<file path="src/rtl/key_debounce_pulse_if.sv">
// Push-button conditioning bundle: raw key level in,
// debounced level plus press/release pulses out.
interface key_debounce_pulse_if;
  logic key_in;
  logic key_level;
  logic key_press;
  logic key_release;

  modport master (
    output key_in,
    input  key_level,
    input  key_press,
    input  key_release
  );

  modport slave (
    input  key_in,
    output key_level,
    output key_press,
    output key_release
  );
endinterface

</file>
<file path="src/rtl/key_debounce_pulse.sv">
// Synchronises and debounces a push-button; emits one-cycle
// press/release pulses with optional auto-repeat while held.
module key_debounce_pulse #(
  parameter int ACTIVE_LOW    = 1,
  parameter int STABLE_CYCLES = 4,
  parameter int REPEAT_EN     = 0,
  parameter int REPEAT_DELAY  = 16,
  parameter int REPEAT_RATE   = 8
) (
  input  logic clk,
  input  logic rst,
  key_debounce_pulse_if.slave kif
);
  localparam int MAX_A =
    (STABLE_CYCLES > REPEAT_DELAY) ? STABLE_CYCLES : REPEAT_DELAY;
  localparam int MAX_C =
    (MAX_A > REPEAT_RATE) ? MAX_A : REPEAT_RATE;
  localparam int CW = $clog2(MAX_C + 1);

  localparam logic [CW-1:0] STABLE   = CW'(STABLE_CYCLES);
  localparam logic [CW-1:0] DLY_END  = CW'(REPEAT_DELAY - 1);
  localparam logic [CW-1:0] RATE_END = CW'(REPEAT_RATE - 1);
  localparam logic [CW-1:0] ONE      = CW'(1);
  localparam logic          REL      = (ACTIVE_LOW != 0);
  localparam logic          RPT_ON   = (REPEAT_EN != 0);

  typedef enum logic [2:0] {
    IDLE,
    CHK_DN,
    HELD,
    RPT,
    CHK_UP
  } state_t;

  state_t        state_q, state_d;
  logic [CW-1:0] cnt_q, cnt_d;
  logic          sync1_q, sync2_q;
  logic          press_q, press_d;
  logic          release_q, release_d;
  logic          k;

  // Sync FFs idle at the released level so reset never looks like a press.
  always_ff @(posedge clk or posedge rst) begin
    if (rst) begin
      sync1_q   <= REL;
      sync2_q   <= REL;
      state_q   <= IDLE;
      cnt_q     <= '0;
      press_q   <= 1'b0;
      release_q <= 1'b0;
    end else begin
      sync1_q   <= kif.key_in;
      sync2_q   <= sync1_q;
      state_q   <= state_d;
      cnt_q     <= cnt_d;
      press_q   <= press_d;
      release_q <= release_d;
    end
  end

  assign k = sync2_q ^ REL;

  always_comb begin
    state_d   = state_q;
    cnt_d     = cnt_q;
    press_d   = 1'b0;
    release_d = 1'b0;
    unique case (state_q)
      IDLE: begin
        if (k) begin
          state_d = CHK_DN;
          cnt_d   = ONE;
        end
      end
      CHK_DN: begin
        if (!k) begin
          state_d = IDLE;
          cnt_d   = '0;
        end else if (cnt_q == STABLE) begin
          state_d = HELD;
          cnt_d   = '0;
          press_d = 1'b1;
        end else begin
          cnt_d = cnt_q + ONE;
        end
      end
      HELD: begin
        if (!k) begin
          state_d = CHK_UP;
          cnt_d   = ONE;
        end else if (RPT_ON && cnt_q == DLY_END) begin
          state_d = RPT;
          cnt_d   = '0;
          press_d = 1'b1;
        end else if (cnt_q != DLY_END) begin
          cnt_d = cnt_q + ONE;
        end
      end
      RPT: begin
        if (!k) begin
          state_d = CHK_UP;
          cnt_d   = ONE;
        end else if (cnt_q == RATE_END) begin
          cnt_d   = '0;
          press_d = 1'b1;
        end else begin
          cnt_d = cnt_q + ONE;
        end
      end
      CHK_UP: begin
        // A bounce back to pressed restarts the repeat delay.
        if (k) begin
          state_d = HELD;
          cnt_d   = '0;
        end else if (cnt_q == STABLE) begin
          state_d   = IDLE;
          cnt_d     = '0;
          release_d = 1'b1;
        end else begin
          cnt_d = cnt_q + ONE;
        end
      end
      default: begin
        state_d = IDLE;
        cnt_d   = '0;
      end
    endcase
  end

  assign kif.key_level   = (state_q == HELD) ||
                           (state_q == RPT)  ||
                           (state_q == CHK_UP);
  assign kif.key_press   = press_q;
  assign kif.key_release = release_q;
endmodule

</file>
<file path="src/flat_wrapper.sv">
// flat-port wrapper written by rule: the top's interface ports become plain ports
module key_debounce_pulse_flat 
#(
  parameter int ACTIVE_LOW    = 1,
  parameter int STABLE_CYCLES = 4,
  parameter int REPEAT_EN     = 0,
  parameter int REPEAT_DELAY  = 16,
  parameter int REPEAT_RATE   = 8
)
  (clk, rst, kif_key_in, kif_key_level, kif_key_press, kif_key_release);
  key_debounce_pulse_if kif_i ();
  input  logic clk;
  input  logic rst;
  input wire logic [$bits(kif_i.key_in)-1:0] kif_key_in;
  output wire logic [$bits(kif_i.key_level)-1:0] kif_key_level;
  output wire logic [$bits(kif_i.key_press)-1:0] kif_key_press;
  output wire logic [$bits(kif_i.key_release)-1:0] kif_key_release;
  assign kif_i.key_in = kif_key_in;
  assign kif_key_level = kif_i.key_level;
  assign kif_key_press = kif_i.key_press;
  assign kif_key_release = kif_i.key_release;
  key_debounce_pulse #(.ACTIVE_LOW(ACTIVE_LOW), .STABLE_CYCLES(STABLE_CYCLES), .REPEAT_EN(REPEAT_EN), .REPEAT_DELAY(REPEAT_DELAY), .REPEAT_RATE(REPEAT_RATE)) u_core (.clk(clk), .rst(rst), .kif(kif_i));
endmodule
</file>
<file path="config.mk">
export PLATFORM = sky130hd
export DESIGN_NAME = key_debounce_pulse_flat
export DESIGN_NICKNAME = d
export VERILOG_FILES = /design/src/rtl/key_debounce_pulse_if.sv /design/src/rtl/key_debounce_pulse.sv /design/src/flat_wrapper.sv
export SDC_FILE = /design/constraint.sdc
export NUM_CORES = 1
export LEC_CHECK = 0
export ABC_CLOCK_PERIOD_IN_PS = 2400
export CORE_MARGIN = 10
export CORE_UTILIZATION = 35
export DETAILED_ROUTE_END_ITERATION = 8
export GPL_TIMING_DRIVEN = 0
export PLACE_DENSITY = 0.6
export SYNTH_ARGS = -nofsm -noshare
export SYNTH_HDL_FRONTEND = slang
export SYNTH_SLANG_ARGS = --single-unit
export TNS_END_PERCENT = 5
</file>
<file path="constraint.sdc">
create_clock -name clk -period 2.4 [get_ports clk]
set_clock_uncertainty 0.05 [all_clocks]
set_input_delay 0.72 -clock clk [delete_from_list [all_inputs] [get_ports clk]]
set_output_delay 0.72 -clock clk [all_outputs]
set_load 0.02 [all_outputs]
</file>
==> results.sh <==
export IMPL_status="finished clean"
export IMPL_mostFrequentLayoutCells="dfrtp_1 (10), inv_1 (6), nand2_1 (6), nor2_1 (4), clkdlybuf4s50_1 (4)"
export IMPL_cts_max_path_buffers=2
export IMPL_overflow=0
export IMPL_fmax_mhz=446
export IMPL_io_pins=6
export IMPL_final_cells=110
export IMPL_clk_pin_slew_worst_paths_ns=0.09
export IMPL_whs_path_depth=0
export IMPL_core_sq_mm=0.00198
export IMPL_critPathCapture="kif_key_level"
export IMPL_fin_crit_sh=0.935
export IMPL_p_leak_uw=0.000374
export IMPL_cts_buffers=3
export IMPL_antenna_found_initial=0
export IMPL_power_frac_clock=0.387
export IMPL_areaGrowthSynthToFinish_pct=15.5
export IMPL_critPathLaunch="u_core.state_q[1]"
export IMPL_final_common_cell="dfrtp_1"
export IMPL_crit_type="reg2out"
export IMPL_setup_viol=0
export IMPL_critPathMaxFanout=10
export IMPL_rows=16
export IMPL_synth_seq_area_share=0.409
export IMPL_grt_use_total=0.0737
export IMPL_slowest_delay_ns=0.41
export IMPL_crit_buf_inv=2
export IMPL_yosys_top_cells_area="dfrtp_1 (34%), dfstp_2 (7.1%), ha_1 (5.1%), a211oi_2 (3.4%), and4bb_2 (3.4%)"
export IMPL_timing_final_crit_period_ns=2.24
export IMPL_fillers=192
export IMPL_slew_headroom=0.681
export IMPL_ys_warn_count=0
export IMPL_numPortBuffers=5
export IMPL_reg2reg_depth=7
export IMPL_dp_cells=106
export IMPL_dp_hpwl_um=1030
export IMPL_vdd_drop_max_mv=0.325
export IMPL_start_kind="flip-flop"
export IMPL_r2r_start="u_core.cnt_q[0]"
export IMPL_fin_nets=90
export IMPL_hold_violations=0
export IMPL_drive_gt1_frac=0.229
export IMPL_cp_end_kind="primary output"
export IMPL_synth_cells=74
export IMPL_die_h_um=66.0
export IMPL_p_per_area_mw_per_mm2=515
export IMPL_die_area_sq_mm=0.00436
export IMPL_yosysTopAreaCell="dfrtp_1"
export IMPL_synth_area_sq_um=741
export IMPL_antenna_cells=0
export IMPL_clock_sinks=12
export IMPL_synth_top_area_frac=0.338
export IMPL_drc_errors=0
export IMPL_worstPathArrival_ns=1.47
export IMPL_wl_per_cell_um=13.0
export IMPL_grt_pass1_wl_um=2460
export IMPL_syn_nets=80
export IMPL_hp_class="reg2reg"
export IMPL_crit_chain="buf_4, or3b_4, nand2_1, clkbuf_2"
export IMPL_syn_area_per_cell_sq_um=10.0
export IMPL_maxCapViolations=0
export IMPL_final_max_slew_viol_count=0
export IMPL_synth_distinct_cells=34
export IMPL_setup_tns_ns=0
export IMPL_rsz0062_at_grt="no"
export IMPL_gp_congestion=0.739
export IMPL_timing_rr_end="u_core.cnt_q[3]"
export IMPL_power_switching_uw=114
export IMPL_grt_max_degree=13
export IMPL_sw_frac_of_total=0.260
export IMPL_htreeDepth=1
export IMPL_die_x_um=66.0
export IMPL_p_int_uw=326
export IMPL_start_util=0.374
export IMPL_grt_pass1_vias=516
export IMPL_first_pass_iters=4
export IMPL_cts_tree="yes"
export IMPL_root_buffer="clkbuf_4"
export IMPL_wl_um=1430
export IMPL_drt_iter0_drc=9
export IMPL_drt_antenna_violating_nets=0
export IMPL_tightest_slew_ns=0.478
export IMPL_crit_cells=4
export IMPL_worst_r2r_setup_slack_ns=0.43
export IMPL_insertion_delay_ns=0.28
export IMPL_synth_seq_cells=12
export IMPL_cp_required_ns=1.63
export IMPL_via_per_inst=5.09
export IMPL_slowest_stage="or3b_4"
export IMPL_via_count=560
export IMPL_cp_top_family="simple AND/OR/NAND/NOR gates"
export IMPL_comb_power_share=0.120
export IMPL_sequentialPowerShare=0.493
metal layers:
| metal | wire length, um | global-route usage |
|---|---|---|
| met1 | 736 | 0.0946 |
| met2 | 590 | 0.0954 |
| met3 | 58 | 0.0288 |
| met4 | 42 | 0.0550 |
| met5 | 0 | 0 |
sequential cells by signal, summed over array words and instances (netlist names):
name	cells
u_core.kif.key_release	1
u_core.sync1_q	1
u_core.sync2_q	1
u_core.kif.key_press	1
u_core.state_q	3
u_core.cnt_q	5
through the flow:
| stage | area, sq um | hold slack, ns | setup WS, ns | total power (uW) | utilization |
|---|---|---|---|---|---|
| after CTS | 861 | 0.312 | 0.00761 | 447 | 0.434 |
| after detailed placement | 825 | 0.298 | 0.0306 | 275 | 0.416 |
| after floorplan | 741 | 0.295 | 0.569 | 260 | - |
| final | 856 | 0.310 | 0.156 | 441 | 0.432 |
| after global placement | 825 | 0.299 | 0.0287 | 274 | 0.416 |
| after global routing | 856 | 0.319 | 0.0850 | 465 | 0.432 |
synth_stat cells (all sizes together):
cell type / count
o31ai: 1
or2b: 1
o22ai: 2
a21boi: 1
and4bb: 2
or3: 1
dfrtp: 10
and2: 1
nand2: 6
o21ai: 3
o21a: 1
nor2: 4
or3b: 2
dfstp: 2
a21oi: 2
clkbuf: 1
and3: 3
buf: 3
o211ai: 2
nor3b: 1
a22oi: 1
inv: 6
nand3: 2
a211o: 1
a211oi: 3
nand2b: 3
o2111ai: 1
nor2b: 1
nand3b: 3
ha: 3
o311ai: 1
cell families (layout without fill, tap and decap cells):
kind of cell,count (synthesis),after routing,synth area share
AND/OR/NAND/NOR,30,30,0.255
flip-flops,12,12,0.409
adder cells (fa/ha/maj),3,3,0.0507
AO/OA/AOI/OAI,19,19,0.215
buffers and inverters,10,19,0.0709
area by class of cell:
type | instances | area, sq um | area share
timing repair buffer | 5 | 45.0 | 0.0526
multi-input combinational | 52 | 385 | 0.450
buffer | 4 | 30.0 | 0.0351
clock buffer | 4 | 36.3 | 0.0424
tap | 27 | 33.8 | 0.0395
inverter | 6 | 22.5 | 0.0263
sequential | 12 | 303 | 0.354
worst min path at each step:
| stage | startpoint | end | slack [ns] |
|---|---|---|---|
| global route | u_core.sync1_q | u_core.sync2_q | 0.32 |
| CTS | u_core.sync1_q | u_core.sync2_q | 0.31 |
| global placement | u_core.sync1_q | u_core.sync2_q | 0.30 |
| detailed placement | u_core.sync1_q | u_core.sync2_q | 0.30 |
| floorplan | u_core.sync1_q | u_core.sync2_q | 0.30 |
| finish | u_core.sync1_q | u_core.sync2_q | 0.31 |
power groups by stage:
stage | sequential (uW) | combinational, uW | clock, uW
2_1_floorplan | 219 | 40.7 | 0
3_3_place_gp | 220 | 53.6 | 0
3_5_place_dp | 221 | 53.6 | 0
4_1_cts | 217 | 53.6 | 176
5_1_grt | 219 | 60.8 | 186
6_report | 217 | 52.8 | 171
what timing repair did:
| item | CTS | global route |
|---|---|---|
| cloned | 0 | 0 |
| buffers inserted | 0 | 0 |
| resized for setup | 2 | 1 |
| hold buffers | 0 | 0 |
| endpoints found under the setup margin | 1 | 1 |
(Power assumes the default switching activity.)
